## config.mk

```make
export PLATFORM = sky130hd
export DESIGN_NAME = mips_muldiv
export DESIGN_NICKNAME = d
export VERILOG_FILES = /design/src/rtl/mips_muldiv.sv
export SDC_FILE = /design/constraint.sdc
export NUM_CORES = 1
export LEC_CHECK = 0
export CAP_MARGIN = 30
export CORE_UTILIZATION = 60
export DETAILED_ROUTE_END_ITERATION = 16
export GPL_ROUTABILITY_DRIVEN = 0
export GPL_TIMING_DRIVEN = 1
export PLACE_DENSITY_LB_ADDON = 0.15
export SLEW_MARGIN = 20
export SYNTH_ARGS = -nofsm -noshare
export SYNTH_HDL_FRONTEND = slang
export SYNTH_SLANG_ARGS = --single-unit
```

## constraint.sdc

```tcl
create_clock -name clk -period 3.8 [get_ports clk]
set_input_delay 0.76 -clock clk [delete_from_list [all_inputs] [get_ports clk]]
set_output_delay 0.76 -clock clk [all_outputs]
set_load 0.01 [all_outputs]
```

## src/rtl/mips_muldiv.sv

```systemverilog
// ============================================================================
// mips_muldiv : multi-cycle MULT/MULTU/DIV/DIVU/MTHI/MTLO unit with HI/LO.
// Revision    : 1.0
// ============================================================================
`default_nettype none

module mips_muldiv #(
  parameter int               WIDTH          = 32,
  parameter bit               FAST_MUL       = 1'b0,
  parameter logic [WIDTH-1:0] DIV_BY_ZERO_LO = '1
) (
  input  logic             clk,
  input  logic             reset,
  input  logic             start,
  input  logic [2:0]       op,
  input  logic [WIDTH-1:0] rs_val,
  input  logic [WIDTH-1:0] rt_val,
  input  logic             flush,
  output logic             busy,
  output logic             done,
  output logic [WIDTH-1:0] hi,
  output logic [WIDTH-1:0] lo
);

  localparam int CW = (WIDTH > 2) ? $clog2(WIDTH) : 1;

  typedef enum logic [1:0] {
    S_IDLE = 2'd0,
    S_CALC = 2'd1,
    S_FIX  = 2'd2
  } state_t;

  state_t             r_state;
  logic [CW-1:0]      r_cnt;
  logic [WIDTH-1:0]   r_a;
  logic [WIDTH-1:0]   r_b;
  logic [2*WIDTH-1:0] r_acc;
  logic               r_is_div;
  logic               r_dz;
  logic               r_neg_lo;
  logic               r_neg_hi;

  logic               w_is_mul;
  logic               w_is_div;
  logic               w_signed;
  logic               w_sa;
  logic               w_sb;
  logic [WIDTH-1:0]   w_abs_a;
  logic [WIDTH-1:0]   w_abs_b;
  logic [WIDTH:0]     w_mul_sum;
  logic [WIDTH:0]     w_shift;
  logic [WIDTH:0]     w_diff;
  logic [2*WIDTH-1:0] w_prod;
  logic [2*WIDTH-1:0] w_prod_s;
  logic [WIDTH-1:0]   w_quot;
  logic [WIDTH-1:0]   w_rem;

  assign w_is_mul = (op == 3'd0) || (op == 3'd1);
  assign w_is_div = (op == 3'd2) || (op == 3'd3);
  assign w_signed = (op == 3'd0) || (op == 3'd2);
  assign w_sa     = w_signed & rs_val[WIDTH-1];
  assign w_sb     = w_signed & rt_val[WIDTH-1];
  assign w_abs_a  = w_sa ? -rs_val : rs_val;
  assign w_abs_b  = w_sb ? -rt_val : rt_val;

  // Multiply: multiplier sits in the low half and is consumed LSB first.
  assign w_mul_sum = {1'b0, r_acc[2*WIDTH-1:WIDTH]} + {1'b0, (r_acc[0] ? r_a : {WIDTH{1'b0}})};

  // Divide: {remainder, dividend/quotient}; one restoring trial per cycle.
  assign w_shift = r_acc[2*WIDTH-1:WIDTH-1];
  assign w_diff  = w_shift - {1'b0, r_b};

  assign w_prod   = FAST_MUL ? ({{WIDTH{1'b0}}, r_a} * {{WIDTH{1'b0}}, r_b}) : r_acc;
  assign w_prod_s = r_neg_lo ? -w_prod : w_prod;
  assign w_quot   = r_neg_lo ? -r_acc[WIDTH-1:0] : r_acc[WIDTH-1:0];
  assign w_rem    = r_neg_hi ? -r_acc[2*WIDTH-1:WIDTH] : r_acc[2*WIDTH-1:WIDTH];

  always_ff @(posedge clk) begin
    if (reset) begin
      r_state  <= S_IDLE;
      r_cnt    <= '0;
      r_a      <= '0;
      r_b      <= '0;
      r_acc    <= '0;
      r_is_div <= 1'b0;
      r_dz     <= 1'b0;
      r_neg_lo <= 1'b0;
      r_neg_hi <= 1'b0;
      busy     <= 1'b0;
      done     <= 1'b0;
      hi       <= '0;
      lo       <= '0;
    end else begin
      done <= 1'b0;
      case (r_state)
        S_IDLE: begin
          if (start && !flush) begin
            if (w_is_mul || w_is_div) begin
              r_a      <= w_abs_a;
              r_b      <= w_abs_b;
              r_acc    <= {{WIDTH{1'b0}}, (w_is_div ? w_abs_a : w_abs_b)};
              r_is_div <= w_is_div;
              r_neg_lo <= w_sa ^ w_sb;
              r_neg_hi <= w_sa;
              r_cnt    <= CW'(WIDTH - 1);
              r_dz     <= 1'b0;
              busy     <= 1'b1;
              if (w_is_div && (rt_val == '0)) begin
                r_dz    <= 1'b1;
                r_a     <= rs_val;
                r_state <= S_FIX;
              end else if (w_is_mul && FAST_MUL) begin
                r_state <= S_FIX;
              end else begin
                r_state <= S_CALC;
              end
            end else if (op == 3'd4) begin
              hi <= rs_val;
            end else if (op == 3'd5) begin
              lo <= rs_val;
            end
          end
        end
        S_CALC: begin
          if (flush) begin
            r_state <= S_IDLE;
            busy    <= 1'b0;
          end else begin
            if (r_is_div) begin
              if (!w_diff[WIDTH])
                r_acc <= {w_diff[WIDTH-1:0], r_acc[WIDTH-2:0], 1'b1};
              else
                r_acc <= {w_shift[WIDTH-1:0], r_acc[WIDTH-2:0], 1'b0};
            end else begin
              r_acc <= {w_mul_sum, r_acc[WIDTH-1:1]};
            end
            if (r_cnt == '0)
              r_state <= S_FIX;
            else
              r_cnt <= r_cnt - 1'b1;
          end
        end
        S_FIX: begin
          r_state <= S_IDLE;
          busy    <= 1'b0;
          if (!flush) begin
            done <= 1'b1;
            if (r_dz) begin
              hi <= r_a;
              lo <= DIV_BY_ZERO_LO;
            end else if (r_is_div) begin
              hi <= w_rem;
              lo <= w_quot;
            end else begin
              {hi, lo} <= w_prod_s;
            end
          end
        end
        default: begin
          r_state <= S_IDLE;
          busy    <= 1'b0;
        end
      endcase
    end
  end

endmodule

`default_nettype wire

```

==> flow_summary.toml <==
[place]
placed_cell_area_um2 = 18700
hpwl_mm = 48.4
pre_cts_ws_ps = -33.5
io_buffer_count = 136

[global_routing]
grt_pass1_wl_mm = 98.5
grt_antenna_before_repair = 1
grt_max_degree = 123
grt-ovfl-total = 0
grt_pass1_vias = 17300
grt_use_total = 0.445

[routing]
vias = 19000
dr.pass1.iters = 7
vias_per_cell = 6.97
drtIter0Drc = 2967
ant_nets = 0
totalWireLength_mm = 64.8
drc = 0
wl_per_cell_um = 23.8

[pwr]
p_total_mw = 6.19
swShare = 0.307
p_comb_frac = 0.212
seq_power_share = 0.373
irDropWorstVdd_v = 0.000375
clockPowerShare = 0.414
leakagePower_nw = 7.49
cell_internal_pwr_mw = 4.29
power_density_nw_per_um2 = 315
p_sw_mw = 1.90

[cts]
clockRootBuffer = "clkbuf_16"
clockBufferDepth = 3
htree_levels = 1
cts.sinks = 205
cts_buffers = 24
cts.clk_slew.worst_paths_ps = 60
clock_latency_ps = 550
cts_setup_buffers = 0
cts_tree = "done"

[critical_path]
worstRegToRegCells = 9
r2r-end = "hi[11]$_SDFFE_PP0P_"
start_kind = "flop"
reg2reg_from = "r_acc[20]$_SDFFE_PP0P_"
crit_type = "flop to flop"
required_ps = 4210
arrival_ps = 4140
cp-end-kind = "flop"
critPathMaxFanout = 8
r2r_setup_slack_ps = 70

[synth]
synth_ff_type = "dfxtp_1"
seq_area_frac_synth = 0.247
yosysMostFrequentCell = "nor2_1"
synth_edf_count = 0
synth.area.top_cells = "dfxtp_1 25%, xnor2_1 7.5%, a21oi_1 6.2%"
synth_top_area_frac = 0.247
synth_nets = 2395
synth_top_cell_by_area = "dfxtp_1"
yosys_warnings = 0
ys_seq_elements = 205
avgSynthCellArea_um2 = 7.37
ys_top_cells_by_count = "243 x nor2_1, 218 x nand2_1, 205 x a21oi_1, 205 x dfxtp_1, 164 x clkbuf_1"
synthDistinctLibCells = 84
async_reset_ff_frac = 0
synth_cells = 2252
synth_area_um2 = 16600

[floorplan]
die_area_um2 = 28300
io_pins = 137
start_util = 0.614
core_um2 = 27000
die_w_um = 168
die_h_um = 168
row_count = 60

[min_path]
hp-class = "flop to flop"
min_delay_path_depth = 2
hold_path_end = "lo[26]$_SDFFE_PP0P_"
min_from = "lo[26]$_SDFFE_PP0P_"

[run_status]
outcome = "finished clean"

[layout]
fin_nets = 2509
nFillCells = 2201
drive_gt1_frac = 0.0919
final_core_util = 0.726
finalInstanceArea_um2 = 19600
antenna_cells = 0
area_delta_synth_final_pct = 18.3

[timing]
period_minus_slack_ps = 3730
drv_slew = 0
maxSlewHeadroom = 0.400
setup-violations-final = 0
fmax_ghz = 0.268
finClkSkew_ps = 32.6
fin_crit_sh = 0.980
fin_ws_ps = 74.3
rsz0062_at_grt = "no"
worst_pin_slew_ps = 901
hold_viol_final = 0

[job]
cap_violations = 0
## layout make-up
| class | count | area, um2 | share of cell area |
|---|---|---|---|
| Inverter | 67 | 251 | 0.0128 |
| Clock inverter | 10 | 156 | 0.00797 |
| Tap cell | 341 | 427 | 0.0217 |
| Timing Repair Buffer | 272 | 2430 | 0.124 |
| Sequential cell | 205 | 4110 | 0.209 |
| Multi-Input combinational cell | 1796 | 11500 | 0.587 |
| Clock buffer | 34 | 728 | 0.0371 |
## critical path, cell delays in order, from the launching register on
cell and delay, ps:
dfxtp_1 390, or4_4 580, or4_4 450, or4_2 760, o21ai_1 480, o21ai_0 220
xnor2_1 170, nor2_1 100, a21oi_1 50, a2111oi_0 390
## routing by layer
metal	wire length (um)	up-vias	track usage	part of all wire
met4	4820	0	0.276	0.074
met3	8720	334	0.113	0.13
li1	-	8392	-	-
met2	27600	1487	0.678	0.43
met5	0	-	0	0
met1	23700	8782	0.563	0.37
## layout by cell type (no fill, tap or decap), types with 15 or more instances in the layout
cell,synthesis,layout
o22ai_1,16,16
mux2i_1,46,46
o21ai_0,126,126
nand2b_1,20,20
nor4_1,21,21
xnor2_1,142,141
dfxtp_1,205,203
or4_1,16,16
a211oi_1,94,94
a21o_1,33,33
o31ai_1,18,17
xor2_1,55,54
nor2_1,243,241
nor2b_1,17,15
buf_4,2,133
clkbuf_16,0,24
a21oi_1,205,205
nand3_1,46,46
clkdlybuf4s50_1,0,135
a31oi_1,19,19
nor3_1,55,55
ha_1,70,70
and2_1,39,39
or3_1,22,22
nand2_1,218,218
inv_1,67,67
o211ai_1,31,31
o221ai_1,29,29
o41ai_1,20,20
## flip-flops by register name (all words and copies together) (netlist names)
register  flops
done          1
r_neg_hi      1
r_a          32
lo           32
r_b          32
r_dz          1
busy          1
r_is_div      1
r_neg_lo      1
r_cnt         5
hi           32
r_state       2
r_acc        64
## worst max path at each step
| stage | startpoint | to | slack (ps) |
|---|---|---|---|
| final | r_acc[20]$_SDFFE_PP0P_ | hi[11]$_SDFFE_PP0P_ | 70 |
| after global routing | r_acc[20]$_SDFFE_PP0P_ | hi[11]$_SDFFE_PP0P_ | 7 |
| after CTS | r_acc[20]$_SDFFE_PP0P_ | hi[11]$_SDFFE_PP0P_ | 210 |
| after detailed placement | rt_val[5] | r_a[13]$_SDFFE_PP0P_ | -30 |
| after global placement | rt_val[5] | r_acc[31]$_SDFFE_PP0P_ | 60 |
| after floorplan | r_acc[31]$_SDFFE_PP0P_ | r_acc[33]$_SDFFE_PP0P_ | 280 |
## power by group through the flow
| stage | clock network [mW] | logic [mW] | registers [mW] |
|---|---|---|---|
| 2_1_floorplan | 0 | 0.783 | 2.31 |
| 3_3_place_gp | 0 | 1.22 | 2.35 |
| 3_5_place_dp | 0 | 1.25 | 2.35 |
| 4_1_cts | 2.56 | 1.26 | 2.30 |
| 5_1_grt | 2.64 | 1.38 | 2.31 |
| 6_report | 2.56 | 1.32 | 2.31 |
## cell families after synthesis
family,count (synthesis),synth area share
AND/OR/NAND/NOR,766,0.220
AO/OA/AOI/OAI,713,0.284
buffers and inverters,251,0.0610
flip-flops,205,0.247
XOR/XNOR,197,0.104
adder cells (fa/ha/maj),72,0.0552
multiplexers,48,0.0291
## stage by stage
stage	hold slack (ps)	cells	setup TNS, ps
6_report	454	2725	0
5_1_grt	474	2725	0
4_1_cts	458	2724	0
3_5_place_dp	448	2680	-70.9
3_3_place_gp	443	2680	0
2_1_floorplan	436	2252	0
## what timing repair did
action,4_1_cts,5_1_grt
setup endpoints to repair,0,1
gates resized for setup,0,2
hold buffers,0,0
Power figures use the tool's default switching activity.
